<file path="src/rtl/cbus_uncached_bridge_pkg.sv">
// Shared cbus/core bus types for the uncached bridge: transfer sizes, burst
// encodings, request/response structs and the two-way grant identifier.
package cbus_uncached_bridge_pkg;

    typedef enum logic [2:0] {
        MSIZE1 = 3'd0,
        MSIZE2 = 3'd1,
        MSIZE4 = 3'd2,
        MSIZE8 = 3'd3
    } msize_t;

    typedef enum logic [1:0] {
        AXI_BURST_FIXED = 2'd0,
        AXI_BURST_INCR  = 2'd1,
        AXI_BURST_WRAP  = 2'd2
    } axi_burst_t;

    typedef enum logic {
        GRANT_I = 1'b0,
        GRANT_D = 1'b1
    } bridge_grant_t;

    typedef struct packed {
        logic        valid;
        logic [31:0] addr;
    } ibus_req_t;

    typedef struct packed {
        logic        addr_ok;
        logic        data_ok;
        logic [31:0] data;
    } ibus_resp_t;

    typedef struct packed {
        logic        valid;
        logic [31:0] addr;
        msize_t      size;
        logic [7:0]  strobe;
        logic [63:0] data;
    } dbus_req_t;

    typedef struct packed {
        logic        addr_ok;
        logic        data_ok;
        logic [63:0] data;
    } dbus_resp_t;

    typedef struct packed {
        logic        valid;
        logic        is_write;
        msize_t      size;
        logic [31:0] addr;
        logic [7:0]  strobe;
        logic [63:0] data;
        logic [7:0]  len;
        axi_burst_t  burst;
    } cbus_req_t;

    typedef struct packed {
        logic        ready;
        logic        last;
        logic [63:0] data;
    } cbus_resp_t;

endpackage

</file>
<file path="src/rtl/cbus_uncached_bridge_arbiter2.sv">
// Two-requester arbiter: combinational grant, round-robin or dbus-priority,
// with the last-grant register advanced only when a transaction completes.
module cbus_arbiter2
    import cbus_uncached_bridge_pkg::*;
#(
    parameter int unsigned ROUND_ROBIN = 1
) (
    input  logic          clk,
    input  logic          reset,
    input  logic          req_i_i,
    input  logic          req_d_i,
    input  logic          update_i,
    input  bridge_grant_t update_grant_i,
    output bridge_grant_t grant_o
);

    bridge_grant_t last_grant_q;

    always_comb begin
        grant_o = GRANT_D;
        if (req_i_i && !req_d_i) begin
            grant_o = GRANT_I;
        end else if (req_i_i && req_d_i && (ROUND_ROBIN != 0) && (last_grant_q == GRANT_D)) begin
            grant_o = GRANT_I;
        end
    end

    always_ff @(posedge clk) begin
        if (!reset) begin
            last_grant_q <= GRANT_D;
        end else if (update_i) begin
            last_grant_q <= update_grant_i;
        end
    end

endmodule

</file>
<file path="src/rtl/cbus_uncached_bridge.sv">
// Uncached ibus/dbus to cbus bridge: one single-beat transaction in flight,
// completion returned combinationally as an addr_ok/data_ok pulse.
module cbus_uncached_bridge
    import cbus_uncached_bridge_pkg::*;
#(
    parameter int unsigned ROUND_ROBIN = 1,
    parameter int unsigned TIMEOUT     = 1024,
    parameter int unsigned TCNT_W      = 11
) (
    input  logic       clk,
    input  logic       reset,
    input  ibus_req_t  ireq,
    output ibus_resp_t iresp,
    input  dbus_req_t  dreq,
    output dbus_resp_t dresp,
    output cbus_req_t  oreq,
    input  cbus_resp_t oresp,
    output logic       timeout
);

    typedef enum logic {IDLE, BUSY} state_t;

    state_t            state_q;
    cbus_req_t         req_q;
    bridge_grant_t     grant_q;
    bridge_grant_t     arb_grant;
    logic [TCNT_W-1:0] cnt_q;
    logic              timeout_q;
    logic              complete;

    // Gating with reset keeps a completion from escaping during an abort.
    assign complete = (state_q == BUSY) && oresp.ready && oresp.last && reset;

    cbus_arbiter2 #(
        .ROUND_ROBIN(ROUND_ROBIN)
    ) u_arb (
        .clk            (clk),
        .reset          (reset),
        .req_i_i        (ireq.valid),
        .req_d_i        (dreq.valid),
        .update_i       (complete),
        .update_grant_i (grant_q),
        .grant_o        (arb_grant)
    );

    always_ff @(posedge clk) begin
        if (!reset) begin
            state_q   <= IDLE;
            req_q     <= '0;
            grant_q   <= GRANT_D;
            cnt_q     <= '0;
            timeout_q <= 1'b0;
        end else begin
            case (state_q)
                IDLE: begin
                    if (ireq.valid || dreq.valid) begin
                        state_q     <= BUSY;
                        grant_q     <= arb_grant;
                        cnt_q       <= '0;
                        req_q.valid <= 1'b1;
                        req_q.len   <= '0;
                        req_q.burst <= AXI_BURST_FIXED;
                        if (arb_grant == GRANT_D) begin
                            req_q.addr     <= dreq.addr;
                            req_q.size     <= dreq.size;
                            req_q.is_write <= (dreq.strobe != '0);
                            req_q.strobe   <= dreq.strobe;
                            req_q.data     <= dreq.data;
                        end else begin
                            req_q.addr     <= ireq.addr;
                            req_q.size     <= MSIZE4;
                            req_q.is_write <= 1'b0;
                            req_q.strobe   <= '0;
                            req_q.data     <= '0;
                        end
                    end
                end
                BUSY: begin
                    if (cnt_q != '1) begin
                        cnt_q <= cnt_q + 1'b1;
                    end
                    if (cnt_q == TCNT_W'(TIMEOUT - 1)) begin
                        timeout_q <= 1'b1;
                    end
                    if (complete) begin
                        state_q     <= IDLE;
                        req_q.valid <= 1'b0;
                        cnt_q       <= '0;
                    end
                end
            endcase
        end
    end

    always_comb begin
        iresp = '0;
        dresp = '0;
        if (complete) begin
            if (grant_q == GRANT_D) begin
                dresp.addr_ok = 1'b1;
                dresp.data_ok = 1'b1;
                dresp.data    = oresp.data;
            end else begin
                iresp.addr_ok = 1'b1;
                iresp.data_ok = 1'b1;
                iresp.data    = req_q.addr[2] ? oresp.data[63:32] : oresp.data[31:0];
            end
        end
    end

    assign oreq    = req_q;
    assign timeout = timeout_q;

endmodule

</file>
<file path="config.mk">
export PLATFORM = sky130hd
export DESIGN_NAME = cbus_uncached_bridge
export DESIGN_NICKNAME = d
export VERILOG_FILES = /design/src/rtl/cbus_uncached_bridge_pkg.sv /design/src/rtl/cbus_uncached_bridge_arbiter2.sv /design/src/rtl/cbus_uncached_bridge.sv
export SDC_FILE = /design/constraint.sdc
export NUM_CORES = 1
export LEC_CHECK = 0
export ABC_CLOCK_PERIOD_IN_PS = 1600
export CAP_MARGIN = 10
export CELL_PAD_IN_SITES_DETAIL_PLACEMENT = 0
export CELL_PAD_IN_SITES_GLOBAL_PLACEMENT = 1
export CORE_MARGIN = 1.5
export CORE_UTILIZATION = 21
export DETAILED_ROUTE_END_ITERATION = 16
export PLACE_DENSITY_LB_ADDON = 0.1
export SETUP_SLACK_MARGIN = 0.05
export SLEW_MARGIN = 40
export SYNTH_ARGS = -nofsm -noshare
export SYNTH_HDL_FRONTEND = slang
export SYNTH_SLANG_ARGS = --single-unit
</file>
<file path="constraint.sdc">
create_clock -name clk -period 1.6 [get_ports clk]
set_input_delay 0.16 -clock clk [delete_from_list [all_inputs] [get_ports clk]]
set_output_delay 0.16 -clock clk [all_outputs]
set_load 0.01 [all_outputs]
</file>
# After elaboration in Yosys (flattened, before gate mapping)
# Index checks and enable logic that the tools add are counted.
# W data, S select, Z words.
[classes]
addsub = 1
eq_ne = 5
mux = 18
n_bitwise = 1
n_reduce_logical = 13
[ops]
columns = ["cell", "n"]
rows = [
  ["$mux W66", 2],
  ["$mux W119", 1],
  ["$mux W108", 1],
  ["$mux W34", 2],
  ["$mux W11", 3],
  ["$mux W32", 1],
  ["$pmux W11 S2", 1],
  ["$add A11 B1 Y11 const B", 1],
  ["$eq A11 B10 Y1 const B", 1],
  ["$ne A11 B11 Y1 const B", 1],
  ["$reduce_and A2 Y1", 4],
  ["$reduce_bool A8 Y1", 1],
  ["$logic_and A1 B1 Y1", 6],
  ["$mux W1", 5],
  ["$pmux W1 S2", 2],
  ["$ne A3 B1 Y1 const B", 1],
  ["$ne A2 B1 Y1 const B", 1],
  ["$ne A2 B2 Y1 const B", 1],
  ["$logic_not A1 Y1", 1],
  ["$logic_or A1 B1 Y1", 1],
  ["$not A1 Y1", 1],
]
[totals]
ff_bits = 124
inputBits = 209
out_inout_bits = 220
elab_cells = 49

# Depth between registers and ports, before layout
[depth]
depth_word = 7
depth_mapped = 6
ltp_nobuf = 5

# Hierarchy
# A second synthesis with hierarchy kept.
[hier_totals]
hier_cells = 742
hier_area_um2 = 6291.0
[modules_own_cells]
columns = ["module", "instances", "cells_per_inst", "area_each_um2", "seq_area_each_um2"]
rows = [
  ["cbus_uncached_bridge", 1, 737, 6248.5, 2462.4],
  ["cbus_arbiter2", 1, 5, 42.5, 20.0],
]

# Worst setup path before layout
# No wires, ideal clock.
[synth_path]
kind = "reg2reg"
start = "register cnt_q[0]"
end = "register cnt_q[3]"
arrival_ns = 1.424
required_ns = 1.481
slack_ns = 0.058
stages_incl_launch_ff = 6
path_buffers = 0
cell_sequence = "dfxtp_1 -> ha_1 -> nand4_2 -> o311ai_2 -> nor2_1 -> o221a_1"
[synth_between]
elab_chain_cells = 4
[synth_lines]
columns = ["element", "line", "rtl"]
rows = [
  ["start: declaration", "cbus_uncached_bridge.sv:27", "logic [TCNT_W-1:0] cnt_q;"],
  ["start signal: assignment", "cbus_uncached_bridge.sv:80", "cnt_q <= cnt_q + 1'b1;"],
  ["$add A11 B1 Y11", "cbus_uncached_bridge.sv:80", ""],
  ["$mux W11", "cbus_uncached_bridge.sv:79", "if (cnt_q != '1) begin"],
  ["$mux W11", "cbus_uncached_bridge.sv:85", "if (complete) begin"],
  ["$pmux W11 S2", "cbus_uncached_bridge.sv:54", "case (state_q)"],
]
# Parallel ways exist; a longest one is shown, timed or not. The select of a mux whose other input is x is not followed.
# A chain may end at the register's enable or synchronous reset.

==> results.rst <==
.. list-table::
   :header-rows: 1

   * - Metric
     - Value
   * - Outcome
     - finished, violations left
   * - Violations in the final reports
     - setup timing
   * - Async S/R FF share, synth
     - 0%
   * - Detailed Route WL
     - 27920 microns
   * - Number of placed instances with taps included
     - 1424
   * - Count of antenna-violating nets left after detailed routing
     - 0
   * - Power Density
     - 744.0 nW/um^2
   * - Unrepaired setup endpoints after global routing
     - true
   * - Synth Register Bits
     - 124
   * - Final core utilization
     - 46.85%
   * - Top fanout value on the critical path
     - 8
   * - Count of cell types in the netlist
     - 45
   * - Syn-to-layout area delta
     - 119.1%
   * - Post-layout total power
     - 9.368 mW
   * - IO Port Bufs
     - 418
   * - Die area
     - 28370 sq um
   * - Top cell type by total area after synthesis
     - sky130_fd_sc_hd__dfxtp_1
   * - Period minus WS final
     - 1.970 ns
   * - Final worst clock skew
     - 0.01332 ns
   * - Final cell count without fillers
     - 1494
   * - Number of hold violations in the final report
     - 0
   * - Crit path max-delay cell type
     - sky130_fd_sc_hd__dfxtp_2
   * - Horiz. Die Dim
     - 168.4 microns
   * - First-pass GRT wire length
     - 40110 microns
   * - H-tree levels
     - 4
   * - Number of enable flip-flop cells after synthesis
     - 0
   * - Cell area after synthesis
     - 5747 sq um
   * - Final Worst Setup Slack
     - -0.3700 ns
   * - Count of clock tree sinks
     - 124
   * - Endpoint kind of the worst setup timing path
     - output port
   * - Commonest cells in the synthesized netlist
     - 152 x sky130_fd_sc_hd__nor2_1, 124 x sky130_fd_sc_hd__dfxtp_1, 74 x sky130_fd_sc_hd__a22oi_1
   * - Post-synth top area share
     - 43.20%
   * - Iteration count of the initial detailed-routing pass
     - 4
   * - Leakage dissipation
     - 5.144 nW
   * - Share of post-route cells with drive strength above 1
     - 30.49%
   * - Initial antenna violation count
     - 4
   * - Most common cell on crit path
     - sky130_fd_sc_hd__buf_4
   * - Final hold slack
     - 0.3475 ns
   * - Post-route DRC
     - 0
   * - Biggest cell delay along the critical path
     - 0.32 ns
   * - Top_reg_cell synth
     - sky130_fd_sc_hd__dfxtp_1
   * - TritonCTS clock tree
     - yes
   * - Setup total negative slack
     - -29.07 ns
   * - Instance count of the mapped netlist
     - 661
   * - Via count of the first global-routing pass
     - 6554
   * - Mean post-synth cell area
     - 8.694 sq um
   * - Setup crit start kind
     - register
   * - Initial standard-cell utilization of the core
     - 21.38%
   * - Share of synthesized area occupied by flip-flops and latches
     - 43.20%
   * - Biggest area contributors in the synthesized netlist
     - sky130_fd_sc_hd__dfxtp_1 43%, sky130_fd_sc_hd__mux2i_1 11%, sky130_fd_sc_hd__nor2_1 9.9%
   * - Clock root buffer
     - sky130_fd_sc_hd__clkbuf_16
   * - CP bufs+invs
     - 5
   * - Cell Chain, Critical Path
     - nand4_1, buf_4, nand2b_4, buf_12, buf_16, buf_4, nor2_4, buf_6
   * - Ports
     - 429
   * - Worst-path clk slew
     - 0.07 ns
   * - Net total in the final layout
     - 1345
   * - Count of final setup violators
     - 100
   * - Required @ worst endpoint
     - 1.44 ns
   * - Buffers from clock root to sink, at most
     - 2
   * - Detailed-route via count
     - 6567
   * - Maximum frequency from static timing analysis
     - 507.6 MHz
   * - Worst EP arrival
     - 1.81 ns
   * - Most frequently used cell type in the post-synthesis netlist
     - sky130_fd_sc_hd__nor2_1
   * - Clock buffer count from CTS
     - 17
   * - Gpl congestion
     - 0.8072
   * - Maximum number of pins on one net before global-route repair
     - 76
   * - Die boundary height
     - 168.4 microns
   * - Placement Rows
     - 60
   * - Overall overflow remaining after global route
     - 0
   * - Initial drt markers
     - 226
   * - Final period utilization
     - 123.1%
   * - Mean number of vias per cell
     - 4.396
   * - Category of the most critical setup path
     - register to output port
   * - CTS Hold Buffers Added
     - 0
   * - Yosys synthesis warning count
     - 0
   * - Clk_lat worst skew
     - 0.43 ns
   * - Area of the placeable core
     - 26880 sq um
   * - HPWL after detailed placement
     - 19730 microns
   * - Pins over their slew limit
     - 0
   * - Number of violations of the max-capacitance limit
     - 0
   * - Type of the tightest min-delay check
     - input pin to register
   * - Drt wl/cell
     - 18.69 microns
   * - Global-route total usage across every layer
     - 18.84%
   * - Kind of cell with the highest combined delay on the critical path
     - buffers and inverters
   * - IR Drop Worst-Case VDD
     - 0.6980 mV
repair_timing:
| action | in CTS | in global routing |
|---|---|---|
| buffers inserted | 18 | 5 |
| endpoints found under the setup margin | 112 | 140 |
| pin swaps | 44 | 45 |
| gates resized for setup | 552 | 134 |
| gates cloned | 10 | 3 |
state kept, by name, indices dropped and copies added (netlist names):
| register | count |
|---|---|
| timeout | 1 |
| u_arb.last_grant_q | 1 |
| grant_q | 1 |
| cnt_q | 11 |
| state_q | 1 |
| oreq | 109 |
kinds of logic after synthesis:
family                     after synthesis  share of synthesized area [%]
and+or+nand+nor                        259                          21.62
AOI/OAI and AO/OA                      135                          17.50
DFF                                    124                          43.20
buffers and inverters                   77                          6.249
muxes                                   64                          11.15
adders and majority gates                1                         0.2177
other                                    1                        0.06525
stage by stage:
step / setup slack (ns) / cell area, sq um
finish: -0.3700 / 12590
global placement: -0.6705 / 10780
detailed placement: -0.7055 / 10780
floorplan: 0.05785 / 5781
global route: -0.4470 / 12590
CTS: -0.4042 / 11930
layout make-up:
cell class	count	area, sq um
Timing Repair Buffer	514	5592
Tap cell	341	426.7
Antenna cell	5	12.51
Clock inverter	13	153.9
Clock buffer	19	442.9
Multi-Input combinational cell	469	3432
Fill cell	2561	14290
Sequential cell	124	2492
Inverter	9	38.79
worst paths after layout:
path / from / end / slack, ns / cells after the start
worst min-delay path: dreq[54] / oreq[64] / 0.35 / 3
worst max-delay path: state_q / iresp[3] / -0.37 / 8
worst min register to register: oreq[117] / oreq[117] / 0.46 / 2
worst max register to register: cnt_q[0] / cnt_q[9] / 0 / 5
tightest hold or removal path: cells and delay by family:
family                 cells  cell delay (ns)
and+or+nand+nor            1             0.07
buffers and inverters      1             0.45
AOI/OAI and AO/OA          1             0.06
report_power, final:
| group | switching [mW] | leakage (nW) | internal, mW |
|---|---|---|---|
| Sequential | 0.0851 | 1.02 | 3.25 |
| Clock | 1.58 | 0.286 | 2.37 |
| Combinational | 0.872 | 3.84 | 1.21 |
| Total | 2.54 | 5.14 | 6.83 |
layout by cell type, fill, tap and decap left out, drive strengths merged, types with 3 or more instances in the layout:
cell type	count
dlygate4sd2	3
or2	3
and2	65
clkdlybuf4s50	309
a211oi	34
buf	193
dlymetal6s2s	6
o221a	3
a22oi	74
o21ai	7
clkinvlp	3
conb	10
a31oi	4
a21oi	4
inv	12
nand3	8
clkinv	5
clkbuf	22
nor3	5
dfxtp	124
mux2i	64
nand2	10
nor2	152
nand4	4
diode	5
per-layer routing:
layer,GRT usage (%),part of all wire (%)
met1,20.98,39
met4,6.328,2.2
met3,6.417,8.5
met2,33.47,50
met5,0,0
Power figures use the tool's default switching activity.
